`src/rtl/jc_phase_decoder.sv`:
```
// -----------------------------------------------------------------------------
// jc_phase_decoder
//
// Decodes the N-bit Johnson counter code from the upstream counter into a
// registered phase index and a one-hot phase strobe. Every accepted code is
// checked for legality and for a legal single-step advance (hold or +1 modulo
// 2N). Completed revolutions (phase 2N-1 -> 0) are counted.
//
// Handshake: there is no back-pressure. jc_in is accepted on every posedge
// with en=1; with en=0 all state holds and the pulse outputs are 0.
//
// Ports
//   clk           clock, all logic on posedge
//   rst           synchronous active-high reset, priority over en and err_clr
//   en            sample enable
//   jc_in         Johnson code, bit 0 is the LSB
//   err_clr       clears err_sticky (a same-cycle new error wins)
//   phase_idx     phase 0..2N-1 of the last legal sample
//   phase_onehot  bit phase_idx set while valid=1, all zero otherwise
//   valid         last accepted sample was legal
//   illegal       1-cycle pulse: accepted sample is not a Johnson code
//   step_err      1-cycle pulse: legal sample neither held nor advanced by 1
//   rev_tick      1-cycle pulse: phase wrapped 2N-1 -> 0
//   rev_cnt       revolutions since reset, wraps silently
//   err_sticky    set by illegal or step_err, held until err_clr
// -----------------------------------------------------------------------------
module jc_phase_decoder #(
   parameter int N     = 4,
   parameter int CNT_W = 8,
   localparam int IW   = $clog2(2 * N)
) (
   input  logic             clk,
   input  logic             rst,
   input  logic             en,
   input  logic [N-1:0]     jc_in,
   input  logic             err_clr,
   output logic [IW-1:0]    phase_idx,
   output logic [2*N-1:0]   phase_onehot,
   output logic             valid,
   output logic             illegal,
   output logic             step_err,
   output logic             rev_tick,
   output logic [CNT_W-1:0] rev_cnt,
   output logic             err_sticky
);

   localparam logic [IW-1:0] LAST_PHASE = IW'(2 * N - 1);

   // primed: phase_idx holds a trusted previous phase, so step and wrap
   // checks are meaningful. Cleared by reset and by any illegal sample.
   logic primed;

   logic [N-1:0]    pat;
   logic            dec_legal;
   logic [IW-1:0]   dec_idx;
   logic [2*N-1:0]  dec_onehot;
   logic [IW-1:0]   next_idx;
   logic            is_step_err;
   logic            is_wrap;

   // Compare the input against every legal code. Phase k has k LSB ones for
   // k <= N, otherwise the top 2N-k bits set.
   always_comb begin
      pat        = '0;
      dec_legal  = 1'b0;
      dec_idx    = '0;
      dec_onehot = '0;
      for (int k = 0; k < 2 * N; k++) begin
         for (int b = 0; b < N; b++) begin
            pat[b] = (k <= N) ? (b < k) : (b >= k - N);
         end
         if (jc_in == pat) begin
            dec_legal     = 1'b1;
            dec_idx       = IW'(k);
            dec_onehot    = '0;
            dec_onehot[k] = 1'b1;
         end
      end
   end

   always_comb begin
      next_idx    = (phase_idx == LAST_PHASE) ? '0 : phase_idx + IW'(1);
      is_step_err = primed && (dec_idx != phase_idx) && (dec_idx != next_idx);
      is_wrap     = primed && (phase_idx == LAST_PHASE) && (dec_idx == '0);
   end

   always_ff @(posedge clk) begin
      if (rst) begin
         phase_idx    <= '0;
         phase_onehot <= '0;
         valid        <= 1'b0;
         illegal      <= 1'b0;
         step_err     <= 1'b0;
         rev_tick     <= 1'b0;
         rev_cnt      <= '0;
         err_sticky   <= 1'b0;
         primed       <= 1'b0;
      end else begin
         illegal  <= 1'b0;
         step_err <= 1'b0;
         rev_tick <= 1'b0;
         // Clear first; a new error below overrides it in the same cycle.
         if (err_clr) begin
            err_sticky <= 1'b0;
         end
         if (en) begin
            if (!dec_legal) begin
               illegal      <= 1'b1;
               valid        <= 1'b0;
               phase_onehot <= '0;
               primed       <= 1'b0;
               err_sticky   <= 1'b1;
            end else begin
               phase_idx    <= dec_idx;
               phase_onehot <= dec_onehot;
               valid        <= 1'b1;
               primed       <= 1'b1;
               if (is_step_err) begin
                  step_err   <= 1'b1;
                  err_sticky <= 1'b1;
               end
               if (is_wrap) begin
                  rev_tick <= 1'b1;
                  rev_cnt  <= rev_cnt + CNT_W'(1);
               end
            end
         end
      end
   end

endmodule

```
`config.mk`:
```
export PLATFORM = sky130hd
export DESIGN_NAME = jc_phase_decoder
export DESIGN_NICKNAME = d
export VERILOG_FILES = /design/src/rtl/jc_phase_decoder.sv
export SDC_FILE = /design/constraint.sdc
export NUM_CORES = 1
export LEC_CHECK = 0
export ABC_AREA = 1
export CAP_MARGIN = 20
export CORE_MARGIN = 10
export CORE_UTILIZATION = 40
export DETAILED_ROUTE_END_ITERATION = 10
export PLACE_DENSITY_LB_ADDON = 0.12
export SLEW_MARGIN = 10
export SYNTH_ARGS = -nofsm -noshare
export SYNTH_HDL_FRONTEND = slang
export SYNTH_SLANG_ARGS = --single-unit
```
`constraint.sdc`:
```
create_clock -name clk -period 2.2 [get_ports clk]
set_clock_uncertainty 0.15 [all_clocks]
set_input_delay 0.55 -clock clk [delete_from_list [all_inputs] [get_ports clk]]
set_output_delay 0.55 -clock clk [all_outputs]
set_load 0.01 [all_outputs]
```
==> results.py, run 1 <==
metrics = {
    "grt": {
        "grtUsageTotal_pct": 11.7,
        "overflow": 0,
        "grt_max_degree": 15,
        "grt_antenna_before_repair": 0,
        "grt_first_pass_wirelength_um": 5800,
        "grt_pass1_vias": 1239,
    },
    "hold_path": {
        "hold_depth": 2,
        "min_path_type": "flip-flop to flip-flop",
        "min_from": "phase_onehot[0]",
    },
    "power_and_ir_drop": {
        "intPower_mw": 0.712,
        "sequentialPowerShare_pct": 47.7,
        "combPwrFrac_pct": 18.1,
        "clkPwrFrac_pct": 34.1,
        "leakagePower_nw": 0.765,
        "p_per_area_nw_per_um2": 535,
        "netSwitchingFraction_pct": 25.9,
        "p_sw_mw": 0.249,
        "vdd_drop_max_uv": 353,
    },
    "detailed_routing": {
        "wl_um": 3470,
        "viasPerCell": 4.89,
        "first_pass_iters": 4,
        "drc": 0,
        "post_drt_wl_per_cell_um": 12.7,
        "antenna_left": 0,
        "drt-initial-drc-count": 97,
        "vias": 1329,
    },
    "clock_network": {
        "htree_num_levels": 1,
        "cts-hold-fix-buffers": 0,
        "cts_max_path_buffers": 2,
        "clk_latency_ns": 0.33,
        "cts_sinks": 24,
        "clkTransAtPathRegs_ns": 0.14,
        "root_buffer": "clkbuf_4",
        "numCtsBuffers": 3,
        "post-cts-setup-buffers": 0,
        "cts_tree": "done",
        "ctsResizeCount": 0,
    },
    "final_layout": {
        "drive_gt1_share_pct": 16.7,
        "stdcell_area_um2": 1790,
        "final_common_cell": "nand2_1",
        "fin_nets": 240,
        "num_antenna_cells": 0,
        "register_area_um2": 480,
        "multi_input_area_um2": 718,
        "layout_common_cells": "42 x nand2_1, 31 x clkdlybuf4s50_1, 24 x dfxtp_1, 19 x nor2_1, 18 x nand3_1",
        "fill_cells": 299,
        "fin_util_pct": 58.3,
        "area_growth_syn_to_layout_pct": 38.0,
    },
    "setup_path": {
        "cp.required_ns": 2.30,
        "arrival_ns": 2.17,
        "end_kind": "flip-flop",
        "critPathKind": "primary input to flip-flop",
        "path_max_fanout": 10,
        "cp_cell_sequence": "clkdlybuf4s50_1, nand2_1, inv_1, nand2_1, nand2_4, inv_2, nand2_2, nor2_8, nand2_4, clkinv_2, nor2_1, nor2_2",
        "slowest_delay_ns": 0.56,
        "r2r_start": "phase_idx[1]",
        "crit_slowest_cell": "clkdlybuf4s50_1",
        "rr_worst_depth": 9,
        "cp-startpoint": "jc_in[2]",
        "critPathLaunchType": "primary input",
    },
    "die": {
        "io_pins": 32,
        "die_y_um": 77.0,
        "core-area_um2": 3080,
        "start_util_pct": 42.2,
        "design.die.area_um2": 5930,
        "die_w_um": 77.0,
        "row_count": 20,
    },
    "sta": {
        "fmax_ghz": 0.482,
        "setup_viol": 0,
        "tightest_slew_ns": 0.453,
        "final.period_utilization_pct": 94.3,
        "hold_viol": 0,
        "layout_min_cycle_time_ns": 2.07,
        "relSlewSlack_pct": 69.8,
        "rsz0062_at_grt": "no",
        "fin_tns_setup_ns": 0,
        "slew_viol_final": 0,
    },
    "synth": {
        "avgSynthCellArea_um2": 7.10,
        "yosysSeqAreaShare_pct": 37.0,
        "synth.ff_latch_count": 24,
        "yosysWarnings": 0,
        "syn-cell-area_um2": 1300,
        "postSynthCellCount": 183,
        "yosysUniqueCellTypes": 27,
        "synth_fp_nets": 194,
    },
    "placed_design": {
        "gp_congestion": 0.869,
        "placed_area_um2": 1740,
        "post-dp-hpwl_um": 2700,
        "port-buffer-count": 31,
    },
    "job": {
        "maxCapViolations": 0,
    },
    "run_status": {
        "outcome": "complete, no violations",
    },
}
-- synthesized netlist by cell type, drive strengths merged --
| cell | count | area, µm² |
|---|---|---|
| o31ai | 1 | 7.51 |
| xnor2 | 3 | 26.3 |
| clkbuf | 3 | 21.3 |
| nor3 | 2 | 10.0 |
| clkinv | 1 | 5.00 |
| o21ai | 11 | 62.6 |
| inv | 20 | 75.1 |
| dfxtp | 24 | 480 |
| ha | 3 | 37.5 |
| nand3 | 18 | 90.1 |
| nor2 | 27 | 140 |
| nand4 | 3 | 25.0 |
| a31oi | 1 | 6.26 |
| nand3b | 1 | 7.51 |
| nand2 | 48 | 205 |
| xor2 | 4 | 35.0 |
| a21oi | 13 | 65.1 |
-- worst paths after layout --
check / end / slack [ns]
max: rev_cnt[1] / 0.13
min: phase_onehot[0] / 0.34
max reg2reg: rev_cnt[0] / 0.43
min reg2reg: phase_onehot[0] / 0.34
-- logic make-up after synthesis --
family / after synthesis / share of synthesized area [%]
buffers and inverters: 24 / 7.80
flip-flops: 24 / 37.0
XOR/XNOR: 7 / 4.72
AND/OR/NAND/NOR: 99 / 36.8
AO/OA/AOI/OAI: 26 / 10.9
adder cells (fa/ha/maj): 3 / 2.89
-- critical path: cells and delay by family --
family        cells  cell delay [ns]
simple gates      8             0.82
buf+inv           4             0.80
-- flip-flops by register name, indices dropped and copies added, names as in the netlist --
register	flops
rev_tick	1
phase_idx	3
err_sticky	1
illegal	1
primed	1
step_err	1
rev_cnt	8
phase_onehot	8
-- power by group through the flow --
stage,combinational (mW),sequential (mW),clock (mW)
CTS,0.175,0.459,0.327
global route,0.194,0.461,0.349
floorplan,0.0897,0.473,0
finish,0.174,0.459,0.328
global placement,0.171,0.467,0
detailed placement,0.173,0.468,0
-- final cells by class --
class / count / share of cell area [%]
Clock buffer: 3 / 1.26
Sequential cell: 24 / 26.8
Tap cell: 44 / 3.07
Inverter: 21 / 4.46
Multi-Input combinational cell: 135 / 40.0
Clock inverter: 1 / 1.67
Timing Repair Buffer: 44 / 22.7
-- metrics by stage --
stage,total power [mW],std cells,hold WS (ns),setup WS [ns]
3_3_place_gp,0.638,268,0.316,-0.176
5_1_grt,1.00,272,0.373,0.0293
3_5_place_dp,0.641,268,0.314,-0.192
6_report,0.960,272,0.336,0.125
2_1_floorplan,0.563,183,0.340,0.506
4_1_cts,0.961,272,0.340,0.127
-- metal layers --
layer  share of wire (%)  track usage, %
met2                  45            18.5
met1                  46            14.1
met4                 1.2            4.20
met3                 8.0            4.20
met5                   0               0
Power figures use the tool's default switching activity.
==> run 2: changes to the inputs <==
--- a/config.mk
+++ b/config.mk
@@ -8,7 +8,7 @@
 export ABC_AREA = 1
 export CAP_MARGIN = 20
 export CORE_MARGIN = 10
-export CORE_UTILIZATION = 40
+export CORE_UTILIZATION = 48
 export DETAILED_ROUTE_END_ITERATION = 10
 export PLACE_DENSITY_LB_ADDON = 0.12
 export SLEW_MARGIN = 10
==> results.py, run 2 (synthesis gave the netlist of run 1 again) <==
metrics = {
    "power_and_ir_drop": {
        "vdd_drop_max_uv": 433,
        "leakagePower_nw": 0.788,
        "p_per_area_nw_per_um2": 539,
    },
    "setup_path": {
        "slowest_delay_ns": 0.55,
        "cp_num_buf_inv": 3,
        "cp.required_ns": 2.31,
        "critPathLaunchType": "primary input",
        "arrival_ns": 2.21,
        "crit_slowest_cell": "clkdlybuf4s50_1",
        "critPathKind": "primary input to flip-flop",
        "end_kind": "flip-flop",
        "path_max_fanout": 5,
        "critPathTopFamily": "buffers and inverters",
        "crit_top_cell": "nand2_1",
        "cp_cell_sequence": "clkdlybuf4s50_1, nand2_1, inv_1, nand2_1, nand2_4, nor2_2, nor2_4, buf_4, nand3_1, a21oi_1",
    },
    "sta": {
        "setup_viol": 0,
        "rsz0062_at_grt": "no",
        "tightest_slew_ns": 0.480,
        "slew_viol_final": 0,
        "fin_tns_setup_ns": 0,
        "layout_min_cycle_time_ns": 2.10,
        "fmax_ghz": 0.476,
        "final.period_utilization_pct": 95.4,
        "hold_viol": 0,
        "relSlewSlack_pct": 68.0,
    },
    "grt": {
        "grt_first_pass_wirelength_um": 6090,
        "grtUsageTotal_pct": 14.3,
        "grt_pass1_vias": 1346,
        "overflow": 0,
        "grt_max_degree": 15,
        "grt_antenna_before_repair": 0,
    },
    "detailed_routing": {
        "first_pass_iters": 4,
        "drt-initial-drc-count": 59,
        "antenna_left": 0,
        "post_drt_wl_per_cell_um": 14.0,
        "viasPerCell": 5.24,
        "vias": 1368,
        "wl_um": 3670,
        "drc": 0,
    },
    "placed_design": {
        "gp_congestion": 0.865,
        "dp_cells": 257,
        "post-dp-hpwl_um": 2820,
        "port-buffer-count": 31,
        "placed_area_um2": 1750,
    },
    "die": {
        "row_count": 18,
        "core-area_um2": 2520,
        "die_y_um": 72.0,
        "start_util_pct": 51.5,
        "design.die.area_um2": 5190,
        "die_w_um": 72.0,
        "io_pins": 32,
    },
    "clock_network": {
        "htree_num_levels": 1,
        "root_buffer": "clkbuf_4",
        "clkTransAtPathRegs_ns": 0.14,
        "cts_max_path_buffers": 2,
        "clk_latency_ns": 0.33,
        "cts_tree": "done",
        "numCtsBuffers": 3,
        "cts_sinks": 24,
        "cts-hold-fix-buffers": 0,
    },
    "final_layout": {
        "final_common_cell": "nand2_1",
        "drive_gt1_share_pct": 17.7,
        "layout_common_cells": "42 x nand2_1, 30 x clkdlybuf4s50_1, 24 x dfxtp_1, 19 x nor2_1, 18 x nand3_1",
        "area_growth_syn_to_layout_pct": 38.6,
        "num_antenna_cells": 0,
        "stdcell_area_um2": 1800,
        "final_cells": 261,
        "fin_nets": 243,
        "fill_cells": 209,
        "reg.largest.list": "phase_onehot: 8 flops, rev_cnt: 8 flops, phase_idx: 3 flops",
    },
    "job": {
        "maxCapViolations": 0,
    },
    "run_status": {
        "outcome": "complete, no violations",
    },
    "hold_path": {
        "min_path_type": "flip-flop to flip-flop",
    },
}
run 2: worst paths after layout:
kind | startpoint | end | slack, ns | cells past startpoint
worst min-delay path | phase_onehot[2] | phase_onehot[2] | 0.34 | 2
worst max register to register | phase_idx[1] | rev_cnt[3] | 0.45 | 9
worst min register to register | phase_onehot[2] | phase_onehot[2] | 0.34 | 2
worst max-delay path | jc_in[3] | rev_cnt[3] | 0.10 | 10
run 2: power by group:
part / switching [mW] / total [mW] / internal (mW)
clock: 0.147 / 0.331 / 0.184
combinational: 0.0988 / 0.181 / 0.0825
sequential: 0.00999 / 0.458 / 0.448
run 2: routing by layer:
metal,part of all wire (%),track usage [%]
met1,42,15.2
met2,48,24.4
met3,8.6,6.12
met4,1.8,5.59
met5,0,0
run 2: area by class of cell:
cell class                      instances  area [µm²]  share of cell area [%]
Clock inverter                          1        30.0                    1.67
Multi-Input combinational cell        135         718                    39.9
Clock buffer                            3        22.5                    1.25
Tap cell                               30        37.5                    2.08
Timing Repair Buffer                   47         433                    24.0
Sequential cell                        24         480                    26.7
Inverter                               21        80.1                    4.44
run 2: metrics by stage:
stage               power [mW]  setup WS, ns  utilization (%)  hold WS (ns)
floorplan                0.563         0.506                -         0.340
global placement         0.640        -0.122             69.2         0.311
detailed placement       0.647        -0.194             69.2         0.321
CTS                      0.977         0.124             71.3         0.345
global route              1.02        0.0382             71.4         0.364
finish                   0.971         0.100             71.4         0.342
run 2: repair_timing:
action | CTS | global route
setup endpoints to repair | 0 | 1
setup buffers | 0 | 0
gates resized for setup | 0 | 1
endpoints found under the hold margin | 0 | 0
run 2: worst reg2reg max path, cell delays in order, from the launching register on:
cell and delay [ns]:
dfxtp_1 0.42, ha_1 0.18, ha_1 0.16, nand2_1 0.07, nor2_2 0.12, nand2_2 0.09
nor2_8 0.16, nand2_4 0.12, nand2_1 0.10, a21oi_1 0.09
==> run 3: changes to the inputs <==
--- a/config.mk
+++ b/config.mk
@@ -10,6 +10,7 @@
 export CORE_MARGIN = 10
 export CORE_UTILIZATION = 48
 export DETAILED_ROUTE_END_ITERATION = 10
+export MAX_ROUTING_LAYER = met4
 export PLACE_DENSITY_LB_ADDON = 0.12
 export SLEW_MARGIN = 10
 export SYNTH_ARGS = -nofsm -noshare
==> results.py, run 3 (synthesis gave the netlist of run 1 again) <==
metrics = {
    "grt": {
        "met2_usage_pct": 24.4,
        "grt_antenna_before_repair": 0,
        "top_usage_layer": "met2",
        "grtUsageTotal_pct": 14.6,
        "grt_first_pass_wirelength_um": 6080,
        "use_met3_pct": 4.35,
        "overflow": 0,
        "grt_pass1_vias": 1358,
        "grtUsageMet1_pct": 16.0,
        "grt_max_degree": 15,
    },
    "setup_path": {
        "end_kind": "flip-flop",
        "reg2reg_slack_ns": 0.46,
        "cp_num_buf_inv": 3,
        "cp.required_ns": 2.31,
        "cp_cell_sequence": "clkdlybuf4s50_1, nand2_1, inv_1, nand2_1, nand2_4, nor2_2, nor2_4, buf_4, nand3_1, a21oi_1",
        "path_max_fanout": 5,
        "rr_worst_depth": 9,
        "critPathKind": "primary input to flip-flop",
        "critPathLaunchType": "primary input",
        "slowest_delay_ns": 0.55,
        "crit_top_cell": "nand2_1",
        "r2r_end": "rev_cnt[3]",
        "crit_slowest_cell": "clkdlybuf4s50_1",
        "worst-path-stages": 10,
        "r2r_start": "phase_idx[1]",
        "critPathTopFamily": "buffers and inverters",
        "arrival_ns": 2.20,
    },
    "sta": {
        "final.period_utilization_pct": 94.9,
        "hold_viol": 0,
        "relSlewSlack_pct": 68.6,
        "slew_viol_final": 0,
        "setup_viol": 0,
        "tightest_slew_ns": 0.470,
        "rsz0062_at_grt": "no",
        "layout_min_cycle_time_ns": 2.09,
        "hold-worst-slack_ns": 0.342,
        "fmax_ghz": 0.479,
    },
    "final_layout": {
        "fill_cells": 209,
        "fin_util_pct": 71.4,
        "layout_common_cells": "42 x nand2_1, 30 x clkdlybuf4s50_1, 24 x dfxtp_1, 19 x nor2_1, 18 x nand3_1",
        "num_antenna_cells": 0,
        "register_area_um2": 480,
        "drive_gt1_share_pct": 17.7,
        "multi_input_area_um2": 718,
        "final_common_cell": "nand2_1",
        "fin_nets": 243,
        "area_growth_syn_to_layout_pct": 38.6,
        "stdcell_area_um2": 1800,
        "reg.largest.list": "phase_onehot: 8 flops, rev_cnt: 8 flops, phase_idx: 3 flops",
    },
    "clock_network": {
        "root_buffer": "clkbuf_4",
        "cts-hold-fix-buffers": 0,
        "ctsResizeCount": 0,
        "clkTransAtPathRegs_ns": 0.15,
        "numCtsBuffers": 3,
        "cts_tree": "done",
        "cts_sinks": 24,
        "htree_num_levels": 1,
        "post-cts-setup-buffers": 0,
        "clk_latency_ns": 0.33,
        "cts_max_path_buffers": 2,
    },
    "detailed_routing": {
        "vias": 1385,
        "drc": 0,
        "antenna_left": 0,
        "first_pass_iters": 4,
        "drt-initial-drc-count": 53,
        "viasPerCell": 5.31,
        "post_drt_wl_per_cell_um": 14.0,
        "wl_um": 3640,
    },
    "power_and_ir_drop": {
        "p_sw_mw": 0.256,
        "combPwrFrac_pct": 18.6,
        "p_per_area_nw_per_um2": 539,
        "intPower_mw": 0.715,
        "leakagePower_nw": 0.788,
        "vdd_drop_max_uv": 433,
        "clkPwrFrac_pct": 34.2,
        "netSwitchingFraction_pct": 26.4,
        "sequentialPowerShare_pct": 47.2,
    },
    "hold_path": {
        "min_from": "phase_onehot[2]",
        "min_path_type": "flip-flop to flip-flop",
        "hold_depth": 2,
        "whs_endpoint": "phase_onehot[2]",
    },
    "die": {
        "start_util_pct": 51.5,
        "design.die.area_um2": 5190,
        "io_pins": 32,
        "die_w_um": 72.0,
        "die_y_um": 72.0,
        "core-area_um2": 2520,
        "row_count": 18,
    },
    "placed_design": {
        "gp_congestion": 0.879,
        "placed_area_um2": 1750,
        "post-dp-hpwl_um": 2820,
        "port-buffer-count": 31,
    },
    "run_status": {
        "outcome": "complete, no violations",
    },
    "job": {
        "maxCapViolations": 0,
    },
}
-- run 3: per-layer routing --
layer | routed length, µm | vias up | part of all wire (%)
li1 | - | 688 | -
met1 | 1600 | 643 | 44
met2 | 1740 | 45 | 48
met3 | 228 | 9 | 6.3
met4 | 75 | 0 | 2.1
met5 | 0 | - | 0
-- run 3: final cells by class --
class / count / area share (%)
multi-input combinational: 135 / 39.9
sequential: 24 / 26.7
timing repair buffer: 47 / 24.0
inverter: 21 / 4.44
tap: 30 / 2.08
clock inverter: 1 / 1.67
clock buffer: 3 / 1.25
-- run 3: worst max path at each step --
stage	start	endpoint	slack [ns]
finish	jc_in[3]	rev_cnt[3]	0.11
global route	jc_in[3]	rev_cnt[3]	0.03
CTS	jc_in[0]	rev_cnt[3]	0.12
detailed placement	jc_in[0]	rev_cnt[0]	-0.19
global placement	jc_in[0]	rev_cnt[1]	-0.12
floorplan	jc_in[1]	rev_cnt[0]	0.51
-- run 3: per-stage QoR --
stage	cells	worst slack [ns]	power, mW	TNS (ns)
after floorplan	183	0.506	0.563	0
after global placement	257	-0.122	0.640	-1.10
after detailed placement	257	-0.194	0.647	-1.98
after CTS	261	0.124	0.977	0
after global routing	261	0.0329	1.02	0
final	261	0.112	0.972	0
-- run 3: power groups by stage --
stage                     logic, mW  clock network (mW)  registers, mW
after floorplan              0.0897                   0          0.473
after global placement        0.173                   0          0.467
after detailed placement      0.180                   0          0.468
after CTS                     0.182               0.337          0.458
after global routing          0.200               0.354          0.461
final                         0.181               0.332          0.458
-- run 3: worst register-to-register path, delay by kind of cell (launching register included) --
family	cells	cell delay, ns
and+or+nand+nor	6	0.67
DFF	1	0.42
adders and majority gates	2	0.34
AOI/OAI and AO/OA	1	0.08
